$ cat config.mk
export PLATFORM = sky130hd
export DESIGN_NAME = row_render_tex
export DESIGN_NICKNAME = d
export VERILOG_FILES = /design/src/rtl/row_render_tex.sv
export SDC_FILE = /design/constraint.sdc
export NUM_CORES = 1
export LEC_CHECK = 0
export CAP_MARGIN = 20
export CELL_PAD_IN_SITES_DETAIL_PLACEMENT = 0
export CELL_PAD_IN_SITES_GLOBAL_PLACEMENT = 2
export CORE_ASPECT_RATIO = 0.9
export CORE_UTILIZATION = 39
export CTS_BUF_LIST = sky130_fd_sc_hd__clkbuf_4
export DETAILED_ROUTE_END_ITERATION = 16
export GPL_TIMING_DRIVEN = 0
export PLACE_DENSITY_LB_ADDON = 0.12
export SLEW_MARGIN = 20
export SYNTH_ARGS = -nofsm -noshare
export SYNTH_HDL_FRONTEND = slang
export SYNTH_SLANG_ARGS = --single-unit
$ cat constraint.sdc
create_clock -name clk -period 9.4 [get_ports clk]
set_input_delay 1.88 -clock clk [delete_from_list [all_inputs] [get_ports clk]]
set_output_delay 1.88 -clock clk [all_outputs]
set_load 0.02 [all_outputs]
$ cat src/rtl/row_render_tex.sv
// rtl/row_render_tex.sv - textured wall-span row renderer with per-line shadow registers
// Steps a fixed-point V coordinate across the centred span and registers the texel colour.
module row_render_tex #(
    parameter int          H_VIEW   = 640,
    parameter int          SIZE_W   = 11,
    parameter int          TEX_W    = 6,
    parameter int          FRAC_W   = 10,
    parameter bit          TEXTURED = 1'b1,
    parameter logic [5:0]  FLAT_C0  = 6'b10_00_00,
    parameter logic [5:0]  FLAT_C1  = 6'b11_00_00
) (
    input  logic                    clk,
    input  logic                    reset,
    input  logic                    load,
    input  logic                    side_in,
    input  logic [SIZE_W-1:0]       size_in,
    input  logic [TEX_W-1:0]        texu_in,
    input  logic [TEX_W+FRAC_W-1:0] step_in,
    input  logic [TEX_W+FRAC_W-1:0] texv_init_in,
    input  logic                    line_start,
    input  logic [9:0]              hpos,
    input  logic                    visible,
    output logic [2*TEX_W:0]        tex_addr,
    input  logic [5:0]              tex_rgb,
    output logic                    hit,
    output logic [1:0]              r,
    output logic [1:0]              g,
    output logic [1:0]              b
);
    localparam int ACC_W = TEX_W + FRAC_W;
    localparam int HALF  = H_VIEW / 2;
    localparam logic [SIZE_W:0] HALF_X = (SIZE_W+1)'(HALF);
    localparam logic [SIZE_W:0] LAST_X = (SIZE_W+1)'(H_VIEW - 1);

    typedef enum logic [1:0] {S_IDLE, S_WAIT, S_SPAN, S_DONE} state_t;

    state_t             r_state;
    logic               r_sh_side, r_side;
    logic [SIZE_W-1:0]  r_sh_size, r_size;
    logic [TEX_W-1:0]   r_sh_texu, r_texu;
    logic [ACC_W-1:0]   r_sh_step, r_step;
    logic [ACC_W-1:0]   r_sh_texv, r_acc;

    logic               w_ld_side, w_a_side;
    logic [SIZE_W-1:0]  w_ld_size, w_a_size;
    logic [TEX_W-1:0]   w_ld_texu, w_a_texu;
    logic [ACC_W-1:0]   w_ld_step, w_a_step, w_ld_texv, w_acc;
    logic [SIZE_W:0]    w_size_x, w_hi;
    logic [9:0]         w_start, w_end;
    state_t             w_state, w_next;
    logic               w_hit;
    logic [5:0]         w_pix;

    // A load in the same cycle as line_start is forwarded straight into the new line.
    always_comb begin
        w_ld_side = load ? side_in      : r_sh_side;
        w_ld_size = load ? size_in      : r_sh_size;
        w_ld_texu = load ? texu_in      : r_sh_texu;
        w_ld_step = load ? step_in      : r_sh_step;
        w_ld_texv = load ? texv_init_in : r_sh_texv;
        w_a_side  = line_start ? w_ld_side : r_side;
        w_a_size  = line_start ? w_ld_size : r_size;
        w_a_texu  = line_start ? w_ld_texu : r_texu;
        w_a_step  = line_start ? w_ld_step : r_step;
        w_acc     = line_start ? w_ld_texv : r_acc;
        w_state   = line_start ? S_WAIT    : r_state;
    end

    always_comb begin
        w_size_x = {1'b0, w_a_size};
        w_hi     = HALF_X + w_size_x;
        w_start  = '0;
        w_end    = 10'(H_VIEW - 1);
        if (w_size_x <= HALF_X) begin
            w_start = 10'(HALF_X - w_size_x);
            w_end   = (w_hi > LAST_X) ? 10'(H_VIEW - 1) : 10'(w_hi);
        end
    end

    always_comb begin
        w_hit  = 1'b0;
        w_next = w_state;
        case (w_state)
            S_IDLE: w_next = S_IDLE;
            S_WAIT: begin
                if (hpos == w_start) begin
                    w_hit  = 1'b1;
                    w_next = (w_start == w_end) ? S_DONE : S_SPAN;
                end
            end
            S_SPAN: begin
                w_hit = 1'b1;
                if (hpos == w_end) w_next = S_DONE;
            end
            default: w_next = S_DONE;
        endcase
    end

    assign tex_addr = {w_a_side, w_a_texu, w_acc[ACC_W-1:FRAC_W]};
    assign w_pix    = TEXTURED ? tex_rgb : (w_a_side ? FLAT_C1 : FLAT_C0);

    always_ff @(posedge clk or posedge reset) begin
        if (reset) begin
            r_state   <= S_IDLE;
            r_sh_side <= 1'b0;
            r_sh_size <= '0;
            r_sh_texu <= '0;
            r_sh_step <= '0;
            r_sh_texv <= '0;
            r_side    <= 1'b0;
            r_size    <= '0;
            r_texu    <= '0;
            r_step    <= '0;
            r_acc     <= '0;
            hit       <= 1'b0;
            {b, g, r} <= '0;
        end else begin
            if (load) begin
                r_sh_side <= side_in;
                r_sh_size <= size_in;
                r_sh_texu <= texu_in;
                r_sh_step <= step_in;
                r_sh_texv <= texv_init_in;
            end
            r_side    <= w_a_side;
            r_size    <= w_a_size;
            r_texu    <= w_a_texu;
            r_step    <= w_a_step;
            r_state   <= w_next;
            // Wraps modulo 2^ACC_W so the texture tiles vertically.
            r_acc     <= w_hit ? w_acc + w_a_step : w_acc;
            hit       <= w_hit & visible;
            {b, g, r} <= (w_hit & visible) ? w_pix : 6'd0;
        end
    end
endmodule

==> results.sh <==
export IMPL_r2r_start="r_sh_size[0]"
export IMPL_post_drt_via_cell_ratio=5.164
export IMPL_fin_skew_ps=21.09
export IMPL_ioPinCount=91
export IMPL_final_nets=795
export IMPL_fin_tns_setup_ps=0
export IMPL_area_growth_syn_to_layout_pct=20.87
export IMPL_reg2reg_depth=12
export IMPL_drv_cap=0
export IMPL_power_mw=1.155
export IMPL_cts_htree_levels=3
export IMPL_dr_total_vias=4673
export IMPL_dp_hpwl_um=11090
export IMPL_critPathRequiredTime_ps=7520
export IMPL_finalSetupViolCount=0
export IMPL_grt_pass1_wl_um=24240
export IMPL_synth_largest_area_cell="dfrtp_1"
export IMPL_cts_sinks=109
export IMPL_cp_start_kind="input pin"
export IMPL_drt_wirelength_per_cell_um=16.34
export IMPL_cts_tree="built"
export IMPL_yosys_top_cells_count="109 x dfrtp_1, 106 x nor2_1, 39 x inv_1"
export IMPL_min_period_ps=6980
export IMPL_async_flop_share=1.000
export IMPL_slew_viol_final=0
export IMPL_switching_share=0.3498
export IMPL_synth_cell_types=75
export IMPL_ant_nets=0
export IMPL_p_int_uw=751.3
export IMPL_yosysMostFrequentCell="dfrtp_1"
export IMPL_finalCritPeriodShare=0.7425
export IMPL_slew_headroom=0.3625
export IMPL_insertion_delay_ps=470
export IMPL_first_pass_iters=5
export IMPL_clk_path_buf_depth=2
export IMPL_antenna_found_initial=0
export IMPL_path_clk_slew_ps=150
export IMPL_postCtsResizedCells=0
export IMPL_ys_seq_elements=109
export IMPL_drt_iter0_markers=303
export IMPL_dpl_worst_slack_ps=2212
export IMPL_r2r_end="r_acc[11]"
export IMPL_grt_pass1_vias=4504
export IMPL_cp_startpoint="line_start"
export IMPL_power_density_nw_per_um2=155.2
export IMPL_synth_yosys_warnings=0
export IMPL_hold_viol_final=0
export IMPL_seq_power_share=0.460
export IMPL_root_buffer="clkbuf_4"
export IMPL_synthFlopType="dfrtp_1"
export IMPL_synth_top_area_share=0.4429
export IMPL_fin_ws_ps=2420
export IMPL_endpoint="tex_addr[12]"
export IMPL_drcViolationCount=0
export IMPL_holdCritStartpoint="r_sh_texv[13]"
export IMPL_post_cts_buffers=0
export IMPL_postLayoutCoreUtil=0.4821
export IMPL_synthCells=599
export IMPL_overflow=0
export IMPL_synthTopCellsByArea="dfrtp_1 44%, nor2_1 6.5%, mux2_2 5.3%, ha_1 4.9%, mux2i_1 3.3%"
export IMPL_ir_drop_mv=0.06986
export IMPL_die_w_um=134.5
export IMPL_pwr_share_clk=0.184
export IMPL_gp_congestion=0.8329
export IMPL_grt_max_degree=63
export IMPL_synth_seq_area_share=0.4429
export IMPL_initial_core_util=0.3988
export IMPL_die_area_um2=16300
export IMPL_leakagePower_nw=3.204
export IMPL_whs_path_depth=2
export IMPL_max_freq_mhz=143.3
export IMPL_hold_path_class="reg2reg"
export IMPL_grtUsageTotal=0.1949
export IMPL_synth_fp_nets=695
export IMPL_rrSetupSlack_ps=5320
export IMPL_ctsHoldBuffers=0
export IMPL_p_sw_uw=404.2
export IMPL_cts_buffers=9
export IMPL_diodes=0
export IMPL_synth_edf_count=0
export IMPL_syn_area_um2=6158
export IMPL_fillCellCount=1426
export IMPL_worst_slew_pin_transition_ps=956.2
export IMPL_cp_end_kind="output port"
export IMPL_portBuffers=88
export IMPL_row_count=43
export IMPL_avgSynthCellArea_um2=10.28
export IMPL_fp_coreArea_um2=15440
export IMPL_rsz0062_at_grt="no"
export IMPL_crit_type="in2out"
export IMPL_crit_fanout=10
export IMPL_outcome="completed"
export IMPL_drive_gt1_frac=0.1451
export IMPL_critPathArrivalTime_ps=5100
export IMPL_drt_total_wl_um=14780
export IMPL_dieHeight_um=121.2
export IMPL_p_comb_frac=0.356
[through the flow]
step | instance area [µm²] | hold slack [ps] | instances
detailed placement | 7330 | 468.6 | 890
CTS | 7443 | 506.6 | 905
global route | 7443 | 521.2 | 905
global placement | 7292 | 464.8 | 889
floorplan | 6158 | 446.4 | 599
finish | 7443 | 495.9 | 905
[logic make-up (layout without fill, tap and decap cells)]
group | after synthesis | after routing | synth area share
AND/OR/NAND/NOR | 186 | 186 | 0.1449
adder cells (fa/ha/maj) | 26 | 26 | 0.05364
multiplexers | 74 | 74 | 0.1485
AO/OA/AOI/OAI | 111 | 111 | 0.1282
buffers and inverters | 72 | 176 | 0.04978
XOR/XNOR | 21 | 21 | 0.03210
flip-flops | 109 | 109 | 0.4429
[power groups by stage]
stage / registers (mW) / clock network (mW) / logic, mW
after floorplan: 0.539 / 0 / 0.289
after global placement: 0.541 / 0 / 0.403
after detailed placement: 0.542 / 0 / 0.409
after global routing: 0.537 / 0.247 / 0.456
after CTS: 0.532 / 0.228 / 0.412
final: 0.532 / 0.212 / 0.411
[cells in the final DEF, fill, tap and decap left out, types with 8 or more instances in the layout]
master / count
nor3_1: 10
a21oi_1: 32
o21ai_0: 11
mux2i_1: 20
xnor2_1: 15
mux2_2: 29
clkbuf_4: 9
mux2_4: 13
dfrtp_1: 109
clkdlybuf4s50_1: 88
inv_2: 11
and3_1: 9
a31oi_1: 8
nand2_1: 15
nor2_1: 106
inv_1: 38
a211oi_1: 15
ha_1: 24
[final cells by class]
class / count / area (µm²) / area share
Buffer: 22 / 118.9 / 0.01597
Clock buffer: 9 / 67.56 / 0.009077
Clock inverter: 6 / 46.29 / 0.006220
Inverter: 50 / 192.7 / 0.02589
Multi-Input combinational cell: 418 / 3129 / 0.4204
Sequential cell: 109 / 2728 / 0.3664
Tap cell: 202 / 252.7 / 0.03396
Timing Repair Buffer: 89 / 908.4 / 0.1220
[flip-flops by register name (all words and copies together), names as in the netlist]
signal	flops
r_sh_side	1
r_texu	6
r_sh_texu	6
r	2
g	2
r_side	1
b	2
r_state	2
r_acc	16
hit	1
r_step	16
r_sh_size	11
r_size	11
r_sh_texv	16
r_sh_step	16
[worst min-delay path by stage]
stage and end:
6_report r_sh_texv[13], 3_3_place_gp r_sh_texv[1], 4_1_cts r_sh_texv[12], 5_1_grt r_sh_texv[1]
3_5_place_dp r_sh_texv[7], 2_1_floorplan r_sh_texv[1]
[per-layer routing]
layer  vias up  GRT usage  share of wire
met5         -          0              0
met4         0    0.05056          0.012
met3        13    0.04094          0.058
met2       148     0.2642           0.39
met1      2207     0.3075           0.54
li1       2305          -              -
[worst max-delay path: stages]
cell and delay (ps):
buf_2 260, buf_4 300, buf_2 260, buf_1 380, buf_1 550, clkbuf_1 490
nor2_1 100, nor2_1 160, buf_4 120, clkdlybuf4s50_1 580
No activity file was read; power rests on OpenSTA's default activity.
==> edit: new RTL, same settings <==
Change the parameter `TEXTURED` from 1'b1 to 1'b0.
--- a/src/rtl/row_render_tex.sv
+++ b/src/rtl/row_render_tex.sv
@@ -6,5 +6,5 @@
     parameter int          TEX_W    = 6,
     parameter int          FRAC_W   = 10,
-    parameter bit          TEXTURED = 1'b1,
+    parameter bit          TEXTURED = 1'b0,
     parameter logic [5:0]  FLAT_C0  = 6'b10_00_00,
     parameter logic [5:0]  FLAT_C1  = 6'b11_00_00
Behaviour: not the same (a bounded check fails within 4 cycles, from zero or initial values and one cycle with reset high).
==> edit against the unedited design <==
  * Setup slack improved by 0.38 ns
  * Count of clock-buffer cells in the layout unchanged
  * Clock skew fell by 0.0025 ns
  * Die area rose by 2.2%
  * Design area rose by 0.77%
  * Synthesized area is 2.3% higher
  * Routed wire length is 8.4% higher
  * Synthesized cell count rose by 5.7%
  * Maximum frequency up 5.7%
  * Power increased by 0.11%
  * Sequential cell count fell by 5
  * Critical path type is now in -> reg
  * Highest routed layer unchanged
==> edit: results (changes against the unedited design) <==
Setup path
  – CP arrival: 6.98 ns (+1.88 ns)
  – Worst r2r src: r_sh_size[6]
  – CP max stage cell: a2111oi_0
  – Worst Reg-to-Reg Cells: 13 (+1)
  – Reg2Reg Setup Slack: 5.46 ns (+0.14 ns)
  – Reg2reg end: r_acc[6]
  – Max incr delay on CP: 0.50 ns (-0.08 ns)

Layout
  – Sequential cells: 104 (-4.6%)
  – Final Non-Filler Cells: 933 (+3.1%)
  – Filler cell count: 1459 (+2.3%)
  – Design Area, Final: 7501 µm² (+0.77%)
  – Fraction of area in multi-input gates: 43.87% (+1.8 points)
  – Non-clock buffers: 110 (-0.90%)
  – #MultiIn Comb: 447 (+6.9%)
  – Seq/total area: 34.70% (-1.9 points)
  – Non-Clock Buffer Area Fraction: 13.53% (-0.27 points)
  – Layout cells sized above 1: 14.38% (-0.13 points)
  – Inverter count: 53 (+6.0%)
  – Ant diodes: 1 (+1)

Global routing
  – Initial antenna violation count: 1 (+1)
  – Vias in the first global route: 4654 (+3.3%)
  – Overall Global Routing Usage: 20.41% (+0.92 points)

Synth
  – Post-synthesis sequential area ratio: 41.33% (-3.0 points)
  – Post-synthesis compound-gate area fraction: 15.62% (+2.8 points)
  – Synth Area per Inst: 9.948 µm² (-3.2%)
  – Post-synth cell types: 73 (-2.7%)
  – Yosys warning count: 0 (unchanged)
  – Proportion of synthesized area in mux cells: 13.81% (-1.0 points)
  – XOR/XNOR share of the synthesized area: 3.477% (+0.27 points)
  – Commonest cells post-synth: nor2_1, dfrtp_1, inv_1

Power
  – Clock-net power: 0.227 mW (+7%)
  – Comb power: 0.420 mW (+2%)
  – Pleak: 3.278 nW (+2.3%)
  – VDD IR-drop max: 0.0001043 V (+49%)
  – Clock power frac: 19.6% (+1.2 points)

Clock tree
  – Worst skew pair latency: 0.49 ns (+0.02 ns)

Min path
  – Hold path startpoint: r_sh_texv[10]
  – Hold Crit Endpoint: r_sh_texv[10]

Run status
  – Outcome: finished, final reports clean

Placed design
  – PortBufs: 77 (-13%)
  – Post-DP Area: 7365 µm² (+0.48%)
  – Gpl congestion: 0.8824 (+5.9%)
  – Placed cell count: 916 (+2.9%)
  – Hpwl dp: 12160 µm (+9.7%)

Route
  – Detailed Routing Iterations Pass 1: 4 (-1)
  – 1st-iter DRT viols: 215 (-29%)

Floorplan
  – Die X: 135.9 µm (+1.1%)

Timing
  – Final Skew: 0.01861 ns (-0.002476 ns)
  – Slew headroom: 38.34% (+2.1 points)
==> edit: changes by cell type after synthesis, moves of 7 or more <==
cell and delta:
mux2i_1 +11, a21o_1 +9, a211oi_1 -8, and3_1 -8, buf_4 +7, inv_1 +7
==> edit: how the worst max path moves through the flow <==
stage	from	to	slack, ns	cells past startpoint
after detailed placement	line_start	r_acc[14]	2.22	20
after global routing	line_start	r_acc[14]	2.31	20
after CTS	line_start	tex_addr[8]	2.75	9
after global placement	line_start	r_acc[14]	2.33	20
final	line_start	r_acc[14]	2.80	20
after floorplan	line_start	r_acc[14]	3.67	20
==> edit: per-layer routing <==
| layer | vias to the layer above | global-route usage (%) | routed length, µm |
|---|---|---|---|
| met5 | - | 0 | 0 |
| met3 | 9 | 3.924 | 879 |
| met2 | 140 | 28.38 | 6471 |
| li1 | 2400 | - | - |
| met4 | 0 | 4.931 | 142 |
| met1 | 2353 | 31.95 | 8535 |
